File: src/rtl/odo_sbox_lanes.sv
// Multi-lane Odo S-box: LANES parallel W-bit substitutions from a double-buffered,
// runtime-loadable table. Optional second output stage under `ODO_SBOX_OREG_EN.
module odo_sbox_lanes #(
    parameter int unsigned W     = 6,
    parameter int unsigned LANES = 4
) (
    input  logic               clk,
    input  logic               rst,
    input  logic               ld_valid,
    input  logic [W-1:0]       ld_data,
    input  logic               swap,
    output logic               tbl_valid,
    output logic               ld_done,
    input  logic               in_valid,
    output logic               in_ready,
    input  logic [LANES*W-1:0] in_data,
    output logic               out_valid,
    input  logic               out_ready,
    output logic [LANES*W-1:0] out_data
);

    localparam int unsigned Depth = 1 << W;

    logic [W-1:0]       bank0_q [Depth];
    logic [W-1:0]       bank1_q [Depth];
    logic               bank_sel_q, bank_sel_d;
    logic [W-1:0]       ld_addr_q, ld_addr_d;
    logic               ld_done_q, ld_done_d;
    logic               tbl_valid_q, tbl_valid_d;
    logic               load_full;
    logic               in_fire;
    logic [LANES*W-1:0] lookup;

    // Table storage has no reset; only the control state does.
    always_ff @(posedge clk) begin
        if (!rst && ld_valid) begin
            if (bank_sel_q) begin
                bank0_q[ld_addr_q] <= ld_data;
            end else begin
                bank1_q[ld_addr_q] <= ld_data;
            end
        end
    end

    // The write of the last entry counts as completion in time for a same-cycle swap.
    always_comb begin
        load_full   = ld_done_q || (ld_valid && (&ld_addr_q));
        bank_sel_d  = bank_sel_q;
        ld_addr_d   = ld_valid ? ld_addr_q + W'(1) : ld_addr_q;
        ld_done_d   = load_full;
        tbl_valid_d = tbl_valid_q;
        if (swap && load_full) begin
            bank_sel_d  = ~bank_sel_q;
            ld_addr_d   = '0;
            ld_done_d   = 1'b0;
            tbl_valid_d = 1'b1;
        end
    end

    always_ff @(posedge clk) begin
        if (rst) begin
            bank_sel_q  <= 1'b0;
            ld_addr_q   <= '0;
            ld_done_q   <= 1'b0;
            tbl_valid_q <= 1'b0;
        end else begin
            bank_sel_q  <= bank_sel_d;
            ld_addr_q   <= ld_addr_d;
            ld_done_q   <= ld_done_d;
            tbl_valid_q <= tbl_valid_d;
        end
    end

    assign tbl_valid = tbl_valid_q;
    assign ld_done   = ld_done_q;

    always_comb begin
        lookup = '0;
        for (int i = 0; i < LANES; i++) begin
            lookup[i*W +: W] = bank_sel_q ? bank1_q[in_data[i*W +: W]]
                                          : bank0_q[in_data[i*W +: W]];
        end
    end

    assign in_fire = in_valid && in_ready;

`ifdef ODO_SBOX_OREG_EN
    logic               s1_valid_q;
    logic [LANES*W-1:0] s1_data_q;
    logic               s2_valid_q;
    logic [LANES*W-1:0] s2_data_q;
    logic               s2_load;

    // Stage 2 takes stage 1 whenever it is empty or draining; stage 1 refills behind it.
    assign s2_load  = !s2_valid_q || out_ready;
    assign in_ready = !(s1_valid_q && s2_valid_q && !out_ready);

    always_ff @(posedge clk) begin
        if (rst) begin
            s1_valid_q <= 1'b0;
            s1_data_q  <= '0;
            s2_valid_q <= 1'b0;
            s2_data_q  <= '0;
        end else begin
            if (s2_load) begin
                s2_valid_q <= s1_valid_q;
                if (s1_valid_q) begin
                    s2_data_q <= s1_data_q;
                end
            end
            if (in_fire) begin
                s1_valid_q <= 1'b1;
                s1_data_q  <= lookup;
            end else if (s2_load) begin
                s1_valid_q <= 1'b0;
            end
        end
    end

    assign out_valid = s2_valid_q;
    assign out_data  = s2_data_q;
`else
    logic               o_valid_q;
    logic [LANES*W-1:0] o_data_q;

    assign in_ready = !o_valid_q || out_ready;

    always_ff @(posedge clk) begin
        if (rst) begin
            o_valid_q <= 1'b0;
            o_data_q  <= '0;
        end else if (in_fire) begin
            o_valid_q <= 1'b1;
            o_data_q  <= lookup;
        end else if (out_ready) begin
            o_valid_q <= 1'b0;
        end
    end

    assign out_valid = o_valid_q;
    assign out_data  = o_data_q;
`endif

endmodule

File: config.mk
export PLATFORM = sky130hd
export DESIGN_NAME = odo_sbox_lanes
export DESIGN_NICKNAME = d
export VERILOG_FILES = /design/src/rtl/odo_sbox_lanes.sv
export SDC_FILE = /design/constraint.sdc
export NUM_CORES = 1
export LEC_CHECK = 0
export ABC_AREA = 0
export CAP_MARGIN = 5
export CELL_PAD_IN_SITES_DETAIL_PLACEMENT = 0
export CELL_PAD_IN_SITES_GLOBAL_PLACEMENT = 1
export CORE_MARGIN = 5
export CORE_UTILIZATION = 30
export CTS_BUF_LIST = sky130_fd_sc_hd__clkbuf_8
export DETAILED_ROUTE_END_ITERATION = 7
export DONT_BUFFER_PORTS = 1
export HOLD_SLACK_MARGIN = 0.1
export PLACE_DENSITY = 0.5
export REMOVE_ABC_BUFFERS = 1
export SYNTH_ARGS = -nofsm -noshare
export SYNTH_HDL_FRONTEND = slang
export SYNTH_SLANG_ARGS = --single-unit
File: constraint.sdc
create_clock -name clk -period 3.66 [get_ports clk]
set_input_delay 0.366 -clock clk [delete_from_list [all_inputs] [get_ports clk]]
set_output_delay 0.366 -clock clk [all_outputs]
set_load 0.01 [all_outputs]
==> results of run 1 <==
Yosys cell counts, drive strengths merged, types with 5 or more instances:
library cell / instances / area, um^2
mux2i: 476 / 4760
a21oi: 94 / 470
clkbuf: 94 / 353
mux4: 596 / 13800
a2111oi: 6 / 52.6
buf: 216 / 1930
nand2: 126 / 473
o21ai: 27 / 135
nor2: 198 / 743
o22ai: 18 / 113
nor3: 47 / 235
a31oi: 36 / 225
edfxtp: 768 / 23100
mux2: 72 / 811
nand2b: 13 / 81.3
a32o: 18 / 180
and2: 17 / 106
a221oi: 7 / 61.3
nor2b: 30 / 188
a22oi: 229 / 1720
inv: 6 / 22.5
nand4: 22 / 138
a211oi: 22 / 175
o2111ai: 5 / 43.8
a22o: 11 / 96.3
nand3: 64 / 320
dfxtp: 34 / 681
nor4: 23 / 156
layer usage:
layer	vias to the layer above	global-route usage, %	wire length [um]
met3	376	4.14	17000
met2	1952	36.2	97400
li1	14151	-	-
met4	6	9.60	10200
met1	18742	32.9	91600
met5	-	0	39
tightest hold or removal path, cell delays in order:
cell and delay, ns:
sky130_fd_sc_hd__nor2_1 0.08, sky130_fd_sc_hd__a211oi_1 0.24, sky130_fd_sc_hd__a21oi_1 0.11, sky130_fd_sc_hd__nor4_1 0.21
logic make-up after synthesis:
logic type,Yosys count,share of synthesized area (%)
buf+inv,316,4.50
fa+ha+maj,1,0.0244
compound gates,475,6.40
mux,1144,37.7
xor+xnor,6,0.102
flops,802,46.2
simple gates,564,5.09
report_power, final:
group	internal (uW)	switching (uW)	leakage, uW
sequential	10100	92.2	0.00718
combinational	1150	1340	0.00987
clock	4430	4190	0.00160
worst max-delay path by stage:
stage,start,to,slack [ns]
2_1_floorplan,bank_sel_q$_SDFFE_PP0P_,out_data[11]$_SDFFE_PP0P_,1.39
3_3_place_gp,in_data[13],out_data[14]$_SDFFE_PP0P_,0.48
3_5_place_dp,in_data[13],out_data[14]$_SDFFE_PP0P_,0.48
4_1_cts,out_valid$_SDFFE_PP0P_,out_data[20]$_SDFFE_PP0P_,0.22
5_1_grt,out_valid$_SDFFE_PP0P_,out_data[20]$_SDFFE_PP0P_,0.01
6_report,bank_sel_q$_SDFFE_PP0P_,out_data[8]$_SDFFE_PP0P_,0.18
state kept, by name, indices dropped and copies added, names as in the netlist:
signal      cells
bank0_q       384
bank_sel_q      1
tbl_valid       1
bank1_q       384
out_valid       1
out_data       24
ld_done         1
ld_addr_q       6
per-stage QoR:
stage / cells / util [%]
final: 5676 / 33.2
after global routing: 5675 / 33.2
after CTS: 5674 / 33.2
after detailed placement: 5354 / 31.2
after global placement: 5354 / 31.2
after floorplan: 2998 / -
placed cells by master, fill, tap and decap left out, types with 11 or more instances in the layout:
cell type,n
sky130_fd_sc_hd__nand2_1,126
sky130_fd_sc_hd__nor3_1,47
sky130_fd_sc_hd__nor2_1,194
sky130_fd_sc_hd__nand4_1,22
sky130_fd_sc_hd__o21ai_0,22
sky130_fd_sc_hd__mux4_1,92
sky130_fd_sc_hd__dfxtp_1,34
sky130_fd_sc_hd__a22oi_1,229
sky130_fd_sc_hd__mux2i_1,476
sky130_fd_sc_hd__edfxtp_1,768
sky130_fd_sc_hd__buf_4,135
sky130_fd_sc_hd__nand2b_1,13
sky130_fd_sc_hd__nand3_1,64
sky130_fd_sc_hd__clkbuf_8,158
sky130_fd_sc_hd__mux2_2,72
sky130_fd_sc_hd__a21oi_1,94
sky130_fd_sc_hd__nor2b_1,22
sky130_fd_sc_hd__a31oi_1,36
sky130_fd_sc_hd__mux4_2,504
sky130_fd_sc_hd__clkinv_1,39
sky130_fd_sc_hd__a32o_1,18
sky130_fd_sc_hd__inv_1,49
sky130_fd_sc_hd__nor4_1,21
sky130_fd_sc_hd__a211oi_1,20
sky130_fd_sc_hd__dlygate4sd3_1,40
sky130_fd_sc_hd__clkinv_2,17
sky130_fd_sc_hd__a22o_1,11
sky130_fd_sc_hd__and2_1,15
sky130_fd_sc_hd__o22ai_1,18
cell type report:
class                      instances  area (um^2)
timing repair buffer             185         1660
tap                             2218         2780
clock buffer                     158         2170
clock inverter                   115          661
multi-input combinational       2190        25300
inverter                           6         22.5
sequential                       802        23700
antenna                            2         5.00
fill                           16412       113000
repair_timing:
item | CTS | global route
endpoints found under the setup margin | 0 | 0
endpoints found under the hold margin | 818 | 0
hold buffers | 47 | 0
resized for setup | 0 | 0
==> flow_metrics.tcl, run 1 <==
set metrics [dict create \
    outcome "finished with violations" \
    violations "max-slew violations" \
    postSynth.topFlopCell "sky130_fd_sc_hd__edfxtp_1" \
    nNetsFinal 3375 \
    grt.overflow.total 0 \
    fin_hold_ws_ns 0.185 \
    critical_path.cell_chain "nand2b_1, nor2_1, o21ai_0, a32o_1, dlygate4sd3_1, a31oi_1, dlygate4sd3_1, nor4_1" \
    start_util_pct 30.2 \
    worst-path-stages 8 \
    drt_pass1_iterations 6 \
    report.final.slew_viol_count 62 \
    max_cap_viol_count 0 \
    floorplan.rows 151 \
    synth_edf_count 768 \
    clk_root_buffer_cell "sky130_fd_sc_hd__clkbuf_8" \
    final_layout_size_suffix_gt1_share_pct 27.0 \
    synth_async_sr_flop_share_pct 0 \
    hp-class "input port to flip-flop" \
    clock-sinks 802 \
    timing.max_slew.rel_slack_pct -13.8 \
    antenna_violations_before_repair 12 \
    setup_viol 0 \
    final.setup.worst_slack_ns 0.180 \
    dr.first_iter.drc_count 4314 \
    worst_ep_required_time_ns 4.40 \
    tritoncts "yes" \
    grt_use_total_pct 23.5 \
    period_needed_ns 3.48 \
    synthesis.area_mm2 0.0514 \
    worstReg2RegStart "bank_sel_q$_SDFFE_PP0P_" \
    clock.fmax_ghz 0.287 \
    detailedPlace.worstSlack_ns 0.476 \
    hpwlAfterDp_um 136000 \
    rr_endpoint "out_data[8]$_SDFFE_PP0P_" \
    tightestPinTransition_ns 1.71 \
    chipHeight_um 424 \
    detailed_place.area_mm2 0.0530 \
    drt-wirelength-per-cell_um 38.1 \
    yosys.cell_types.count 52 \
    port_buffers 0 \
    irDropWorstVdd_mv 0.297 \
    timing.critical_path.from_type "flip-flop" \
    ant_nets 0 \
    synth_seq_cells 802 \
    global_route_wire_length_before_repair_um 295000 \
    regToRegSetupSlack_ns 0.18 \
    critical_path.slowest_cell "sky130_fd_sc_hd__dlygate4sd3_1" \
    cpPeakStageDelay_ns 0.57 \
    timing.critical_path.buf_inv 2 \
    vias_per_cell 6.21 \
    grt_max_degree 237 \
    min_delay_path_depth 4 \
    grt_setup_unrepaired "no" \
    critPathKind "flip-flop to flip-flop" \
    post-route-drc-count 0 \
    static-leakage-power_uw 0.0187 \
    gp_congestion 0.937 \
    htree_levels 4 \
    endpoint_kind "flip-flop" \
    ys_seq_area_share_pct 46.2 \
    totalNegativeSetupSlack_ns 0 \
    post-route-period-util_pct 95.1 \
    finalHoldViolations 0 \
    clkTransAtPathRegs_ns 0.06 \
    worst_hold_path.endpoint "out_data[18]$_SDFFE_PP0P_" \
    critPathMostFrequentCell "sky130_fd_sc_hd__dlygate4sd3_1" \
    cts_buffers 153 \
    dieArea_mm2 0.180 \
    via_count 35227 \
    cell_count_after_synthesis 3308 \
    crit_fanout 9 \
    post-layout-total-power_uw 21300 \
    grt_pass1_vias 34307 \
    detail_route.wirelength_um 216000 \
    die_w_um 424 \
    ctsLongestPathBuffers 3 \
    power_density_mw_per_mm2 377 \
    postCtsSetupRepairBufs 0 \
    crit_family "buffers and inverters" \
    post_layout_inst_area_mm2 0.0564 \
    hold_path.startpoint "in_data[22]" \
    r2r_cells 8 \
    area_growth_pct 9.77 \
    placeable_area_mm2 0.170 \
    io_pins 64 \
    fin_skew_ns 0.0379 \
    synth.avg_cell_area_um2 15.5 \
    arrival_ns 4.22 \
    insertion_delay_ns 0.91 \
    yosys_warnings 0 \
]
(Power assumes the default switching activity.)
==> run 2: changes to the inputs <==
--- a/config.mk
+++ b/config.mk
@@ -15,7 +15,7 @@
 export DETAILED_ROUTE_END_ITERATION = 7
 export DONT_BUFFER_PORTS = 1
 export HOLD_SLACK_MARGIN = 0.1
-export PLACE_DENSITY = 0.5
+export PLACE_DENSITY = 0.55
 export REMOVE_ABC_BUFFERS = 1
 export SYNTH_ARGS = -nofsm -noshare
 export SYNTH_HDL_FRONTEND = slang
==> flow_metrics.tcl, run 2 (same netlist as run 1, synthesis figures left out) <==
set metrics [dict create \
    outcome "finished clean" \
    detail_route.wirelength_um 207000 \
    drt-wirelength-per-cell_um 36.7 \
    grt.overflow.total 0 \
    ant_nets 0 \
    max_cap_viol_count 0 \
    cts_buffers 144 \
    setup_viol 0 \
    grt_use_total_pct 22.4 \
    grtUsageMet1_pct 30.0 \
    tightestPinTransition_ns 1.19 \
    period_needed_ns 3.25 \
    dr.first_iter.drc_count 4255 \
    ctsLongestPathBuffers 3 \
    via_count 34937 \
    chipHeight_um 424 \
    globalRoute.busiestLayer "met2" \
    worst_ep_required_time_ns 4.43 \
    clkTransAtPathRegs_ns 0.06 \
    insertion_delay_ns 0.90 \
    arrival_ns 4.03 \
    vias_per_cell 6.20 \
    detailedPlace.worstSlack_ns 0.543 \
    timing.max_slew.rel_slack_pct 20.4 \
    placeable_area_mm2 0.170 \
    power_density_mw_per_mm2 377 \
    antenna_violations_before_repair 5 \
    start_util_pct 30.2 \
    grt_util_met2_pct 35.2 \
    clk_root_buffer_cell "sky130_fd_sc_hd__clkbuf_8" \
    nNetsFinal 3335 \
    tritoncts "yes" \
    hpwlAfterDp_um 131000 \
    htree_levels 4 \
    final_cell_mix "sky130_fd_sc_hd__edfxtp_1 (768), sky130_fd_sc_hd__mux4_2 (504), sky130_fd_sc_hd__mux2i_1 (476), sky130_fd_sc_hd__a22oi_1 (229), sky130_fd_sc_hd__nor2_1 (194)" \
    grt_pass1_vias 34280 \
    report.final.slew_viol_count 0 \
    critPathKind "flip-flop to flip-flop" \
    timing.critical_path.from_type "flip-flop" \
    area_growth_pct 9.15 \
    dieArea_mm2 0.180 \
    drt_pass1_iterations 6 \
    gp_congestion 1.01 \
    grt_setup_unrepaired "no" \
    die_w_um 424 \
    endpoint_kind "flip-flop" \
    placed_cells_incl_taps 5332 \
    hp-class "input port to flip-flop" \
    port_buffers 0 \
    most_common_library_cell_in_the_layout_ignoring_fill_and_taps "sky130_fd_sc_hd__edfxtp_1" \
    crit_fanout 7 \
    clock-sinks 802 \
    finalHoldViolations 0 \
    irDropWorstVdd_mv 0.299 \
    final_layout_size_suffix_gt1_share_pct 26.6 \
    fin_skew_ns 0.0494 \
    static-leakage-power_uw 0.0184 \
    layout.cells.non_filler 5635 \
    post-route-drc-count 0 \
    clock.fmax_ghz 0.307 \
    floorplan.rows 151 \
    final.setup.worst_slack_ns 0.408 \
    global_route_wire_length_before_repair_um 285000 \
    cts_repair_resize_count 0 \
    post-route-period-util_pct 88.9 \
    grt_max_degree 237 \
    use_met3_pct 4.26 \
    totalNegativeSetupSlack_ns 0 \
    io_pins 64 \
]
==> run 2: area by class of cell <==
cell class	instances	area, um^2
Timing Repair Buffer	154	1380
Antenna cell	7	17.5
Clock buffer	152	2090
Tap cell	2218	2780
Inverter	6	22.5
Fill cell	16359	114000
Clock inverter	106	684
Sequential cell	802	23700
Multi-Input combinational cell	2190	25300
==> run 2: worst paths after layout <==
kind | to | depth (start not counted) | slack (ns) | startpoint
max | out_data[22]$_SDFFE_PP0P_ | 8 | 0.41 | bank_sel_q$_SDFFE_PP0P_
min reg2reg | ld_done$_SDFF_PP0_ | 2 | 0.57 | ld_done$_SDFF_PP0_
max reg2reg | out_data[22]$_SDFFE_PP0P_ | 8 | 0.41 | bank_sel_q$_SDFFE_PP0P_
min | out_data[4]$_SDFFE_PP0P_ | 5 | 0.22 | in_data[2]
==> run 2: repair_timing <==
| item | in CTS | in global routing |
|---|---|---|
| endpoints found under the hold margin | 814 | 0 |
| hold buffers | 38 | 0 |
| endpoints found under the setup margin | 0 | 0 |
| setup buffers | 0 | 0 |
==> run 2: per-stage QoR <==
step,hold WS [ns],cell area [um^2],util (%),total power (uW)
global placement,0.444,52800,31.1,12500
finish,0.219,56100,33.0,21100
global route,0.144,56100,33.0,21700
detailed placement,0.444,52800,31.1,12500
floorplan,0.435,49100,-,11700
CTS,0.116,56000,33.0,21200
==> run 2: where the power goes <==
group / internal [uW] / leakage, uW / switching (uW)
logic: 1130 / 0.00971 / 1290
clock network: 4410 / 0.00156 / 4090
registers: 10100 / 0.00718 / 94.7
==> run 2: worst max-delay path, cell delays in order (launching register included) <==
cell and delay, ns:
sky130_fd_sc_hd__dfxtp_1 0.43, sky130_fd_sc_hd__nand2b_1 0.28, sky130_fd_sc_hd__or3_1 0.44, sky130_fd_sc_hd__a2111oi_0 0.38, sky130_fd_sc_hd__a211oi_1 0.15, sky130_fd_sc_hd__a211oi_1 0.26, sky130_fd_sc_hd__dlygate4sd3_1 0.58, sky130_fd_sc_hd__nor4_1 0.04
sky130_fd_sc_hd__dlygate4sd3_1 0.57
==> run 2: routing by layer <==
metal,up-vias,routed length [um]
met5,-,0
met4,0,11600
li1,14065,-
met1,18493,83900
met2,1963,94600
met3,416,16400
